===== config.mk =====
export PLATFORM = sky130hd
export DESIGN_NAME = multicycle_control_flat
export DESIGN_NICKNAME = d
export VERILOG_FILES = /design/src/rtl/multicycle_control_pkg.sv /design/src/rtl/multicycle_control_if.sv /design/src/rtl/multicycle_control_mem_timeout_ctr.sv /design/src/rtl/multicycle_control.sv /design/src/flat_wrapper.sv
export SDC_FILE = /design/constraint.sdc
export NUM_CORES = 1
export LEC_CHECK = 0
export BUFFER_PORTS_ARGS = -buffer_cell sky130_fd_sc_hd__clkbuf_2
export CORE_MARGIN = 5
export CORE_UTILIZATION = 45
export CTS_CLUSTER_SIZE = 20
export DETAILED_ROUTE_END_ITERATION = 8
export GPL_ROUTABILITY_DRIVEN = 0
export HOLD_SLACK_MARGIN = 0.1
export MAX_ROUTING_LAYER = met4
export PLACE_DENSITY = 0.72
export SYNTH_ARGS = -nofsm -noshare
export SYNTH_HDL_FRONTEND = slang
export SYNTH_HIERARCHICAL = 1
export SYNTH_SLANG_ARGS = --single-unit

===== constraint.sdc =====
create_clock -name clk -period 2.3 [get_ports clk]
set_clock_uncertainty 0.15 [all_clocks]
set_input_delay 0.115 -clock clk [delete_from_list [all_inputs] [get_ports clk]]
set_output_delay 0.115 -clock clk [all_outputs]
set_load 0.01 [all_outputs]

===== src/rtl/multicycle_control_pkg.sv =====
// -----------------------------------------------------------------------------
// cpu_ctrl_pkg
// Shared types for the multicycle control unit of the 4-bit-opcode core:
//   opcode_e  - instruction opcodes (IR opcode field, low 4 bits)
//   alu_op_e  - ALU operation codes driven on alu_inst during EXEC
//   state_e   - control FSM states
//   op_to_alu - maps a decoded opcode plus the IR mode bit to an ALU op
// -----------------------------------------------------------------------------
package cpu_ctrl_pkg;

  typedef enum logic [3:0] {
    OP_LB   = 4'h0, OP_LHB = 4'h1, OP_JMP = 4'h2, OP_STR  = 4'h3,
    OP_LIM  = 4'h4, OP_MVB = 4'h5, OP_MVF = 4'h6, OP_ADD  = 4'h7,
    OP_SUB  = 4'h8, OP_SFT = 4'h9, OP_BNE = 4'hA, OP_BEQ  = 4'hB,
    OP_BLT  = 4'hC, OP_INC = 4'hD, OP_HALT = 4'hE, OP_TBA = 4'hF
  } opcode_e;

  typedef enum logic [3:0] {
    ALU_ADD = 4'h0, ALU_SUB = 4'h1, ALU_SFL = 4'h2, ALU_SFR = 4'h3,
    ALU_INC = 4'h4, ALU_DEC = 4'h5, ALU_BNE = 4'h6, ALU_BEQ = 4'h7,
    ALU_BLT = 4'h8
  } alu_op_e;

  typedef enum logic [2:0] {
    S_IDLE, S_FETCH, S_DECODE, S_EXEC, S_MEM, S_WB, S_HALTED, S_FAULT
  } state_e;

  // Opcodes without a dedicated ALU function (loads, stores, moves, jumps)
  // use ADD, which is also the address/pass-through operation.
  function automatic alu_op_e op_to_alu(opcode_e op, logic imm);
    alu_op_e res;
    res = ALU_ADD;
    case (op)
      OP_SUB: res = ALU_SUB;
      OP_SFT: res = imm ? ALU_SFR : ALU_SFL;
      OP_INC: res = imm ? ALU_INC : ALU_DEC;
      OP_BNE: res = ALU_BNE;
      OP_BEQ: res = ALU_BEQ;
      OP_BLT: res = ALU_BLT;
      default: res = ALU_ADD;
    endcase
    return res;
  endfunction

endpackage


===== src/rtl/multicycle_control_if.sv =====
// -----------------------------------------------------------------------------
// multicycle_control_if
// Bundles the control unit's run/halt, IR, memory and strobe signals.
//   master modport: the control unit (drives strobes, mem_req, status)
//   slave  modport: the surrounding datapath / memory / sequencer
// Handshakes:
//   mem_req/mem_ack - mem_req rises and stays high until a clock edge on which
//   mem_ack=1; that edge completes the transfer. mem_ack while mem_req=0 has
//   no effect. run is a one-cycle pulse honoured only while the unit is IDLE.
// dbg_state exposes the FSM state for observation.
// -----------------------------------------------------------------------------
interface multicycle_control_if #(
  parameter int OPCODE_W = 4,
  parameter int ALU_OP_W = 4,
  parameter int CNT_W    = 16
) ();
  import cpu_ctrl_pkg::*;

  logic                run;
  logic [OPCODE_W-1:0] opcode;
  logic                imm_flag;
  logic                mem_ack;
  logic                mem_req;
  logic                mem_we;
  logic                ir_load;
  logic                pc_inc;
  logic                pc_load;
  logic                branch_en;
  logic [ALU_OP_W-1:0] alu_inst;
  logic                write_reg;
  logic                busy;
  logic                halted;
  logic                fault;
  logic [CNT_W-1:0]    retired_count;
  state_e              dbg_state;

  modport master (
    input  run, opcode, imm_flag, mem_ack,
    output mem_req, mem_we, ir_load, pc_inc, pc_load, branch_en, alu_inst,
           write_reg, busy, halted, fault, retired_count, dbg_state
  );

  modport slave (
    output run, opcode, imm_flag, mem_ack,
    input  mem_req, mem_we, ir_load, pc_inc, pc_load, branch_en, alu_inst,
           write_reg, busy, halted, fault, retired_count, dbg_state
  );

endinterface


===== src/rtl/multicycle_control_mem_timeout_ctr.sv =====
// -----------------------------------------------------------------------------
// mem_timeout_ctr
// Counts consecutive cycles a memory request waits without acknowledge.
//   clk, reset  - clock, asynchronous active-high reset
//   i_clear     - zero the counter (no request pending, or request completed)
//   i_enable    - request pending and not acknowledged this cycle
//   o_expired   - this cycle is the MEM_TIMEOUT-th unacknowledged one
// MEM_TIMEOUT=0 removes the counter and never expires.
// -----------------------------------------------------------------------------
module mem_timeout_ctr #(
  parameter int MEM_TIMEOUT = 15
) (
  input  logic clk,
  input  logic reset,
  input  logic i_clear,
  input  logic i_enable,
  output logic o_expired
);

  generate
    if (MEM_TIMEOUT == 0) begin : g_off
      assign o_expired = 1'b0;
    end else begin : g_on
      localparam int CW = $clog2(MEM_TIMEOUT + 1);
      logic [CW-1:0] r_cnt;

      always_ff @(posedge clk or posedge reset) begin
        if (reset)         r_cnt <= '0;
        else if (i_clear)  r_cnt <= '0;
        else if (i_enable) r_cnt <= r_cnt + 1'b1;
      end

      // r_cnt holds the number of earlier waiting cycles, so the limit is
      // reached on the cycle where it equals MEM_TIMEOUT-1.
      assign o_expired = i_enable && (r_cnt == CW'(MEM_TIMEOUT - 1));
    end
  endgenerate

endmodule


===== src/rtl/multicycle_control.sv =====
// -----------------------------------------------------------------------------
// multicycle_control
// Sequenced control unit: FETCH -> DECODE -> EXEC -> [MEM] -> [WB] per
// instruction, with a run/halt handshake, memory-timeout fault and a
// retired-instruction counter.
//   clk    - clock
//   reset  - asynchronous active-high reset
//   bus    - multicycle_control_if.master (run, opcode, imm_flag, mem_ack in;
//            mem_req, mem_we, strobes, alu_inst, status, retired_count out)
// Optional: define CONTROL_TRACE_EN to print one line per state entry.
// -----------------------------------------------------------------------------
module multicycle_control
  import cpu_ctrl_pkg::*;
#(
  parameter int OPCODE_W    = 4,
  parameter int ALU_OP_W    = 4,
  parameter int MEM_TIMEOUT = 15,
  parameter int CNT_W       = 16
) (
  input  logic                 clk,
  input  logic                 reset,
  multicycle_control_if.master bus
);

  state_e              r_state;
  state_e              w_next;
  logic [OPCODE_W-1:0] r_op;
  logic                r_imm;
  logic [CNT_W-1:0]    r_retired;

  opcode_e             w_dec;
  logic                w_op_valid;
  logic                w_retire;
  logic                w_mem_req, w_mem_we, w_ir_load, w_pc_inc, w_pc_load;
  logic                w_branch_en, w_write_reg;
  logic [ALU_OP_W-1:0] w_alu_inst;
  logic                w_tmo_expired;

  // Opcode values with any bit set above the low nibble act as NOP.
  generate
    if (OPCODE_W > 4) begin : g_wide_op
      assign w_op_valid = (r_op[OPCODE_W-1:4] == '0);
    end else begin : g_narrow_op
      assign w_op_valid = 1'b1;
    end
  endgenerate

  // NOP behaves like TBA: retire without side effects.
  assign w_dec = w_op_valid ? opcode_e'(r_op[3:0]) : OP_TBA;

  mem_timeout_ctr #(.MEM_TIMEOUT(MEM_TIMEOUT)) u_tmo (
    .clk       (clk),
    .reset     (reset),
    .i_clear   (!w_mem_req || bus.mem_ack),
    .i_enable  (w_mem_req && !bus.mem_ack),
    .o_expired (w_tmo_expired)
  );

  always_ff @(posedge clk or posedge reset) begin
    if (reset) begin
      r_state   <= S_IDLE;
      r_op      <= '0;
      r_imm     <= 1'b0;
      r_retired <= '0;
    end else begin
      r_state <= w_next;
      if (r_state == S_DECODE) begin
        r_op  <= bus.opcode;
        r_imm <= bus.imm_flag;
      end
      if (w_retire) r_retired <= r_retired + 1'b1;
    end
  end

  always_comb begin
    w_next      = r_state;
    w_mem_req   = 1'b0;
    w_mem_we    = 1'b0;
    w_ir_load   = 1'b0;
    w_pc_inc    = 1'b0;
    w_pc_load   = 1'b0;
    w_branch_en = 1'b0;
    w_alu_inst  = '0;
    w_write_reg = 1'b0;
    w_retire    = 1'b0;
    case (r_state)
      S_IDLE: if (bus.run) w_next = S_FETCH;
      S_FETCH: begin
        w_mem_req = 1'b1;
        // An ack on the limit cycle takes priority over the timeout.
        if (bus.mem_ack) begin
          w_ir_load = 1'b1;
          w_pc_inc  = 1'b1;
          w_next    = S_DECODE;
        end else if (w_tmo_expired) begin
          w_next = S_FAULT;
        end
      end
      S_DECODE: w_next = S_EXEC;
      S_EXEC: begin
        w_alu_inst = ALU_OP_W'(op_to_alu(w_dec, r_imm));
        case (w_dec)
          OP_ADD, OP_SUB, OP_SFT, OP_INC, OP_LIM, OP_MVB, OP_MVF: w_next = S_WB;
          OP_LB, OP_LHB, OP_STR: w_next = S_MEM;
          OP_BNE, OP_BEQ, OP_BLT: begin
            w_branch_en = 1'b1;
            w_retire    = 1'b1;
            w_next      = S_FETCH;
          end
          OP_JMP: begin
            w_pc_load = 1'b1;
            w_retire  = 1'b1;
            w_next    = S_FETCH;
          end
          OP_HALT: begin
            w_retire = 1'b1;
            w_next   = S_HALTED;
          end
          default: begin
            w_retire = 1'b1;
            w_next   = S_FETCH;
          end
        endcase
      end
      S_MEM: begin
        w_mem_req = 1'b1;
        w_mem_we  = (w_dec == OP_STR);
        if (bus.mem_ack) begin
          if (w_dec == OP_STR) begin
            w_retire = 1'b1;
            w_next   = S_FETCH;
          end else begin
            w_next = S_WB;
          end
        end else if (w_tmo_expired) begin
          w_next = S_FAULT;
        end
      end
      S_WB: begin
        w_write_reg = 1'b1;
        w_retire    = 1'b1;
        w_next      = S_FETCH;
      end
      S_HALTED, S_FAULT: w_next = r_state;
      default: w_next = S_IDLE;
    endcase
  end

  assign bus.mem_req       = w_mem_req;
  assign bus.mem_we        = w_mem_we;
  assign bus.ir_load       = w_ir_load;
  assign bus.pc_inc        = w_pc_inc;
  assign bus.pc_load       = w_pc_load;
  assign bus.branch_en     = w_branch_en;
  assign bus.alu_inst      = w_alu_inst;
  assign bus.write_reg     = w_write_reg;
  assign bus.busy          = !(r_state inside {S_IDLE, S_HALTED, S_FAULT});
  assign bus.halted        = (r_state == S_HALTED);
  assign bus.fault         = (r_state == S_FAULT);
  assign bus.retired_count = r_retired;
  assign bus.dbg_state     = r_state;

`ifdef CONTROL_TRACE_EN
  always @(posedge clk) begin
    if (!reset && (w_next != r_state))
      $display("[trace] state=%s op=%s retired=%0d",
               w_next.name(), w_dec.name(), r_retired + CNT_W'(w_retire));
  end
`endif

endmodule


===== src/flat_wrapper.sv =====
// flat-port wrapper written by rule: the top's interface ports become plain ports
module multicycle_control_flat import cpu_ctrl_pkg::*;
#(
  parameter int OPCODE_W    = 4,
  parameter int ALU_OP_W    = 4,
  parameter int MEM_TIMEOUT = 15,
  parameter int CNT_W       = 16
)
  (clk, reset, bus_run, bus_opcode, bus_imm_flag, bus_mem_ack, bus_mem_req, bus_mem_we, bus_ir_load, bus_pc_inc, bus_pc_load, bus_branch_en, bus_alu_inst, bus_write_reg, bus_busy, bus_halted, bus_fault, bus_retired_count, bus_dbg_state);
  multicycle_control_if #(.OPCODE_W(OPCODE_W), .ALU_OP_W(ALU_OP_W), .CNT_W(CNT_W)) bus_i ();
  input  logic clk;
  input  logic reset;
  input wire logic [$bits(bus_i.run)-1:0] bus_run;
  input wire logic [$bits(bus_i.opcode)-1:0] bus_opcode;
  input wire logic [$bits(bus_i.imm_flag)-1:0] bus_imm_flag;
  input wire logic [$bits(bus_i.mem_ack)-1:0] bus_mem_ack;
  output wire logic [$bits(bus_i.mem_req)-1:0] bus_mem_req;
  output wire logic [$bits(bus_i.mem_we)-1:0] bus_mem_we;
  output wire logic [$bits(bus_i.ir_load)-1:0] bus_ir_load;
  output wire logic [$bits(bus_i.pc_inc)-1:0] bus_pc_inc;
  output wire logic [$bits(bus_i.pc_load)-1:0] bus_pc_load;
  output wire logic [$bits(bus_i.branch_en)-1:0] bus_branch_en;
  output wire logic [$bits(bus_i.alu_inst)-1:0] bus_alu_inst;
  output wire logic [$bits(bus_i.write_reg)-1:0] bus_write_reg;
  output wire logic [$bits(bus_i.busy)-1:0] bus_busy;
  output wire logic [$bits(bus_i.halted)-1:0] bus_halted;
  output wire logic [$bits(bus_i.fault)-1:0] bus_fault;
  output wire logic [$bits(bus_i.retired_count)-1:0] bus_retired_count;
  output wire logic [$bits(bus_i.dbg_state)-1:0] bus_dbg_state;
  assign bus_i.run = bus_run;
  assign bus_i.opcode = bus_opcode;
  assign bus_i.imm_flag = bus_imm_flag;
  assign bus_i.mem_ack = bus_mem_ack;
  assign bus_mem_req = bus_i.mem_req;
  assign bus_mem_we = bus_i.mem_we;
  assign bus_ir_load = bus_i.ir_load;
  assign bus_pc_inc = bus_i.pc_inc;
  assign bus_pc_load = bus_i.pc_load;
  assign bus_branch_en = bus_i.branch_en;
  assign bus_alu_inst = bus_i.alu_inst;
  assign bus_write_reg = bus_i.write_reg;
  assign bus_busy = bus_i.busy;
  assign bus_halted = bus_i.halted;
  assign bus_fault = bus_i.fault;
  assign bus_retired_count = bus_i.retired_count;
  assign bus_dbg_state = bus_i.dbg_state;
  multicycle_control #(.OPCODE_W(OPCODE_W), .ALU_OP_W(ALU_OP_W), .MEM_TIMEOUT(MEM_TIMEOUT), .CNT_W(CNT_W)) u_core (.clk(clk), .reset(reset), .bus(bus_i));
endmodule

Word-level counts from Yosys, hierarchy flattened
Cells that the tools add are included. Widths: inputs -> output; s select.

Add/sub/neg operators: 2. Muxes and demuxes: 26. Bitwise gates (word level): 1. Reductions and logical operators: 17. Equality and inequality tests: 23.

Operators with widths (number): $eq 4x4->1 const B (8); $pmux 4 s6 (1); $pmux 3 s6 (1); $add 16x1->16 const B (1); $eq 4x3->1 const B (4); $mux 3 (5); $mux 1 (14); $eq 3x3->1 const B (4); $mux 4 (3); $reduce_or 10->1 (1); $pmux 3 s3 (1); $eq 4x2->1 const B (2); $reduce_or 7->1 (1); $eq 3x2->1 const B (2); $reduce_or 3->1 (2); $add 4x1->4 const B (1); $eq 4x1->1 const B (1); $logic_not 4->1 (1); $reduce_or 2->1 (2); $eq 3x1->1 const B (1); $logic_not 1->1 (3); $logic_not 3->1 (1); $pmux 1 s3 (1); $reduce_bool 3->1 (1); 6 further kinds (7).

Logic and storage cells: 74. Bits in registers: 28.

Logic depth before layout (Yosys ltp)
Depth in word-level cells: 8. Gate-level depth with buffers: 10. Depth with buffers taken out: 9.

By module
The synthesis kept the hierarchy.

By module, submodules not included: multicycle_control (sequential area each 600.6 sq um, times used 1, area an instance 1470.2 sq um, cells each 156); mem_timeout_ctr (sequential area each 100.1 sq um, times used 1, area an instance 226.5 sq um, cells each 21).

Worst setup path before layout
OpenSTA, ideal clock, no wires.

Kind: flip-flop to flip-flop. From: register u_core.r_state[1], in the netlist u_core/bus.dbg_state[1]. To: register u_core.r_state[2], in the netlist u_core/bus.dbg_state[2]. Setup slack: 287 ps. Arrival: 1780 ps. Period minus slack after synthesis: 2013 ps. Buffers on the path: 1. Stages on the path, launching flop included: 9. Path through: dfrtp_1 clkbuf_1 nor2_1 nand2_1 inv_1 and4_1 nor3b_1 o21ai_0 o21ai_0.

Word-level cells in the longest chain between the ends: 8. Elaborated cells on any way between the ends: 20. Classes of those cells: eq/ne (8); mux (5); bitwise (1); reduce/logical (6).

Ends and longest elaborated chain: from (decl) (RTL line multicycle_control.sv:25) `state_e r_state;`; from (signal assigned) (RTL line multicycle_control.sv:66) `r_state <= w_next;`; $eq 3x1->1 / $eq 3x3->1 (equally long branches) (RTL line multicycle_control.sv:86) `case (r_state)`; $reduce_or 2->1 (no line) (*); $mux 1 (*) (RTL line multicycle_control.sv:86); net bus_mem_req (RTL line flat_wrapper.sv:17) `output wire logic [$bits(bus_i.mem_req)-1:0] bus_mem_req;`; $logic_and 1x1->1 (*) (RTL line multicycle_control.sv:55) `.i_enable (w_mem_req && !bus.mem_ack),`; $logic_and 1x1->1 (*) (RTL line multicycle_control_mem_timeout_ctr.sv:35) `assign o_expired = i_enable && (r_cnt == CW'(MEM_TIMEOUT - 1));`; net u_core.w_tmo_expired (RTL line multicycle_control.sv:37) `logic w_tmo_expired;`; $mux 3 (*); $mux 3 (on tied branches); $pmux 3 s6 (*) (RTL line multicycle_control.sv:86).

The timed path passes the listed nets; every way through them passes the cells marked *. A chain may end at the register's enable or synchronous reset.

Worst setup path in the final report
From: register u_core.r_op[2]. To: register u_core.r_retired[14], in the netlist u_core/bus.retired_count[14].

Word-level cells in the longest chain between the ends: 4. Elaborated cells on any way between the ends: 15. Classes of those cells: eq/ne (9); mux (4); reduce/logical (2).

Ends and longest elaborated chain: from (decl) (RTL line multicycle_control.sv:27) `logic [OPCODE_W-1:0] r_op;`; from (signal assigned) (RTL line multicycle_control.sv:68) `r_op <= bus.opcode;`; $eq 4x3->1 (tied with other cells) (RTL line multicycle_control.sv:102) `case (w_dec)`; $reduce_or 10->1 (no line) / $mux 1 (equally long branches); $mux 1 (on tied branches) (RTL line multicycle_control.sv:102, multicycle_control.sv:128); $pmux 1 s3 (*) (RTL line multicycle_control.sv:86); to (signal assigned) (RTL line multicycle_control.sv:71) `if (w_retire) r_retired <= r_retired + 1'b1;`; to (decl) (RTL line multicycle_control.sv:29) `logic [CNT_W-1:0] r_retired;`.

Mark *: on every way between the ends. The rest lies on a longest branch, timed or not.

==> impl_metrics.toml <==
[worst_setup_path]
worstPathMaxFanout = 13
worstSetupEndpointType = "register"
startpoint_type = "register"
arrival_ps = 2120
crit_type = "register to register"
ff2ff_setup_slack_ps = 190
required_ps = 2310

[timing]
tns_ps = 0
hold_viol = 0
timing.fmax_mhz = 473.7
max_slew_margin = 0.6750
setup_viol = 0
worst_pin_slew_ps = 486.5
finalCritPeriodShare = 0.9178
whs_ps = 103.0
slew_viol_final = 0
fin_crit_ps = 2111
grt_setup_unrepaired = "false"

[cts]
cts_resized = 0
cts-root-buf = "clkbuf_8"
cts_tree = "built"
clockBufferDepth = 2
clkTransAtPathRegs_ps = 90
cts_max_level = 1
cts_buffers = 3
cts.sinks = 28
clk_latency_ps = 270
cts_setup_buffers = 0
postCtsHoldBufs = 7

[min_path]
hp-class = "input port to asynchronous set/reset pin"

[synthesis]
synth_edf_count = 0
synthesis.nets = 189
synthCells = 177
ys_ff_latch = 28
synthFlopType = "dfrtp_1"
ys_seq_area_frac = 0.4130
netlist_area_um2 = 1697
yosysWarnings = 6
yosysUniqueCellTypes = 44
syn_area_per_cell_um2 = 9.585
ys_async_sr_fraction = 1.000

[grt]
antenna_found_initial = 0
first_global_vias = 1351
grt_use_total = 0.1543
grt_pass1_wl_mm = 6.189
grt-ovfl-total = 0
grt_max_degree = 25

[detailed_routing]
drtIter0Drc = 71
num_vias = 1395
ant_nets = 0
via_per_inst = 5.110
drc = 0
wl_per_cell_um = 13.40
drt_wl_total_mm = 3.659
firstDrtPassIters = 4

[floorplanning]
die_area_um2 = 5098
core_area_um2 = 3661
rows = 22
start_util = 0.4634
ios = 42
die_y_um = 71.40
die_w_um = 71.40

[pwr]
vdd_ir_drop_max_v = 0.0005738
p_leak_nw = 1.018
power.density_nw_per_um2 = 1022

[placed_design]
io_buffers = 41
hpwl_mm = 2.782

[final_layout]
drive_above_1_share = 0.3244
final_cell_mix = "clkbuf_2, dfrtp_1, nor2_1"
layout_commonest_cell = "clkbuf_2"
diodes = 0
area_growth_pct = 22.42
nNetsFinal = 239

[outcome]
status = "finished, final reports clean"

[job]
maxCapViolCount = 0
-- flip-flops by register name, summed over array words and instances, names as in the netlist --
signal and count:
u_core/bus.retired_count 16, u_core/r_op 4, u_core/u_tmo/g_on.r_cnt 4, u_core/bus.dbg_state 3, u_core/r_imm 1
-- metal layers --
layer,vias up,wire (µm),global-route usage
met4,0,33,0.04593
met1,630,1672,0.2019
li1,709,-,-
met5,-,0,-
met2,52,1697,0.2408
met3,4,256,0.03226
-- cell type report --
type | instances | area [µm²]
Fill cell | 331 | 1584
Tap cell | 48 | 60.06
Multi-Input combinational cell | 132 | 917.1
Timing Repair Buffer | 56 | 335.3
Clock buffer | 3 | 41.29
Sequential cell | 28 | 700.7
Inverter | 6 | 22.52
-- kinds of logic (layout without fill, tap and decap cells) --
family,after synthesis,count (layout),share of synthesized area
muxes,6,6,0.04203
xor gates and xnor gates,17,17,0.08776
buffers and inverters,17,65,0.04646
adders and majority gates,3,3,0.02213
AOI/OAI and AO/OA,26,26,0.09882
DFF,28,28,0.4130
and+or+nand+nor,80,80,0.2898
-- power by group --
part / leakage, nW / internal, mW / switching, mW
registers: 0.360 / 0.608 / 0.192
logic: 0.637 / 0.464 / 0.600
clock network: 0.0216 / 0.117 / 0.142
-- path summary, 6_finish.rpt --
check | depth (start not counted) | end | startpoint
setup / recovery | 6 | u_core/bus.retired_count[14] | u_core/r_op[2]
hold / removal | 3 | u_core/u_tmo/g_on.r_cnt[0] | reset
setup reg to reg | 6 | u_core/bus.retired_count[14] | u_core/r_op[2]
hold reg to reg | 1 | u_core/bus.retired_count[15] | u_core/bus.retired_count[15]
max in group asynchronous | 4 | u_core/bus.dbg_state[0] | reset
min in group clk | 4 | u_core/bus.dbg_state[0] | bus_mem_ack
-- cell usage after synthesis (2+ instances only) --
cell      instances  area (µm²)
inv_1             6       22.52
xor2_1            9       78.83
nand3b_1          3       22.52
ha_1              3       37.54
mux2_2            5       56.30
nand2b_1          3       18.77
nand3_1           4       20.02
a21oi_1          11       55.05
nor2_1           17       63.81
xnor2_1           8       70.07
nor3_1            5       25.02
dfrtp_1          28       700.7
clkbuf_1          6       22.52
nand2_1          14       52.55
o21ai_0           8       40.04
buf_2             3       15.01
nand4_1           7       43.79
and3_1            2       12.51
nor3_2            4       40.04
nor2b_1           7       43.79
-- worst max-delay path: stages, from the launching register on --
cell and delay [ps]:
dfrtp_1 580, and4bb_2 290, and2_4 160, a211oi_2 220
buf_4 260, and4bb_1 220, xor2_1 140
-- stage by stage --
stage | instances | setup WS [ps] | cell area, µm² | util | power [mW]
3_5_place_dp | 263 | 221.8 | 1966 | 0.5369 | 1.865
4_1_cts | 273 | 193.8 | 2077 | 0.5673 | 2.142
5_1_grt | 273 | 41.55 | 2077 | 0.5673 | 2.306
2_1_floorplan | 177 | 287.0 | 1697 | - | 1.549
6_report | 273 | 189.2 | 2077 | 0.5673 | 2.123
3_3_place_gp | 263 | 255.0 | 1966 | 0.5369 | 1.838
Power figures use the tool's default switching activity.
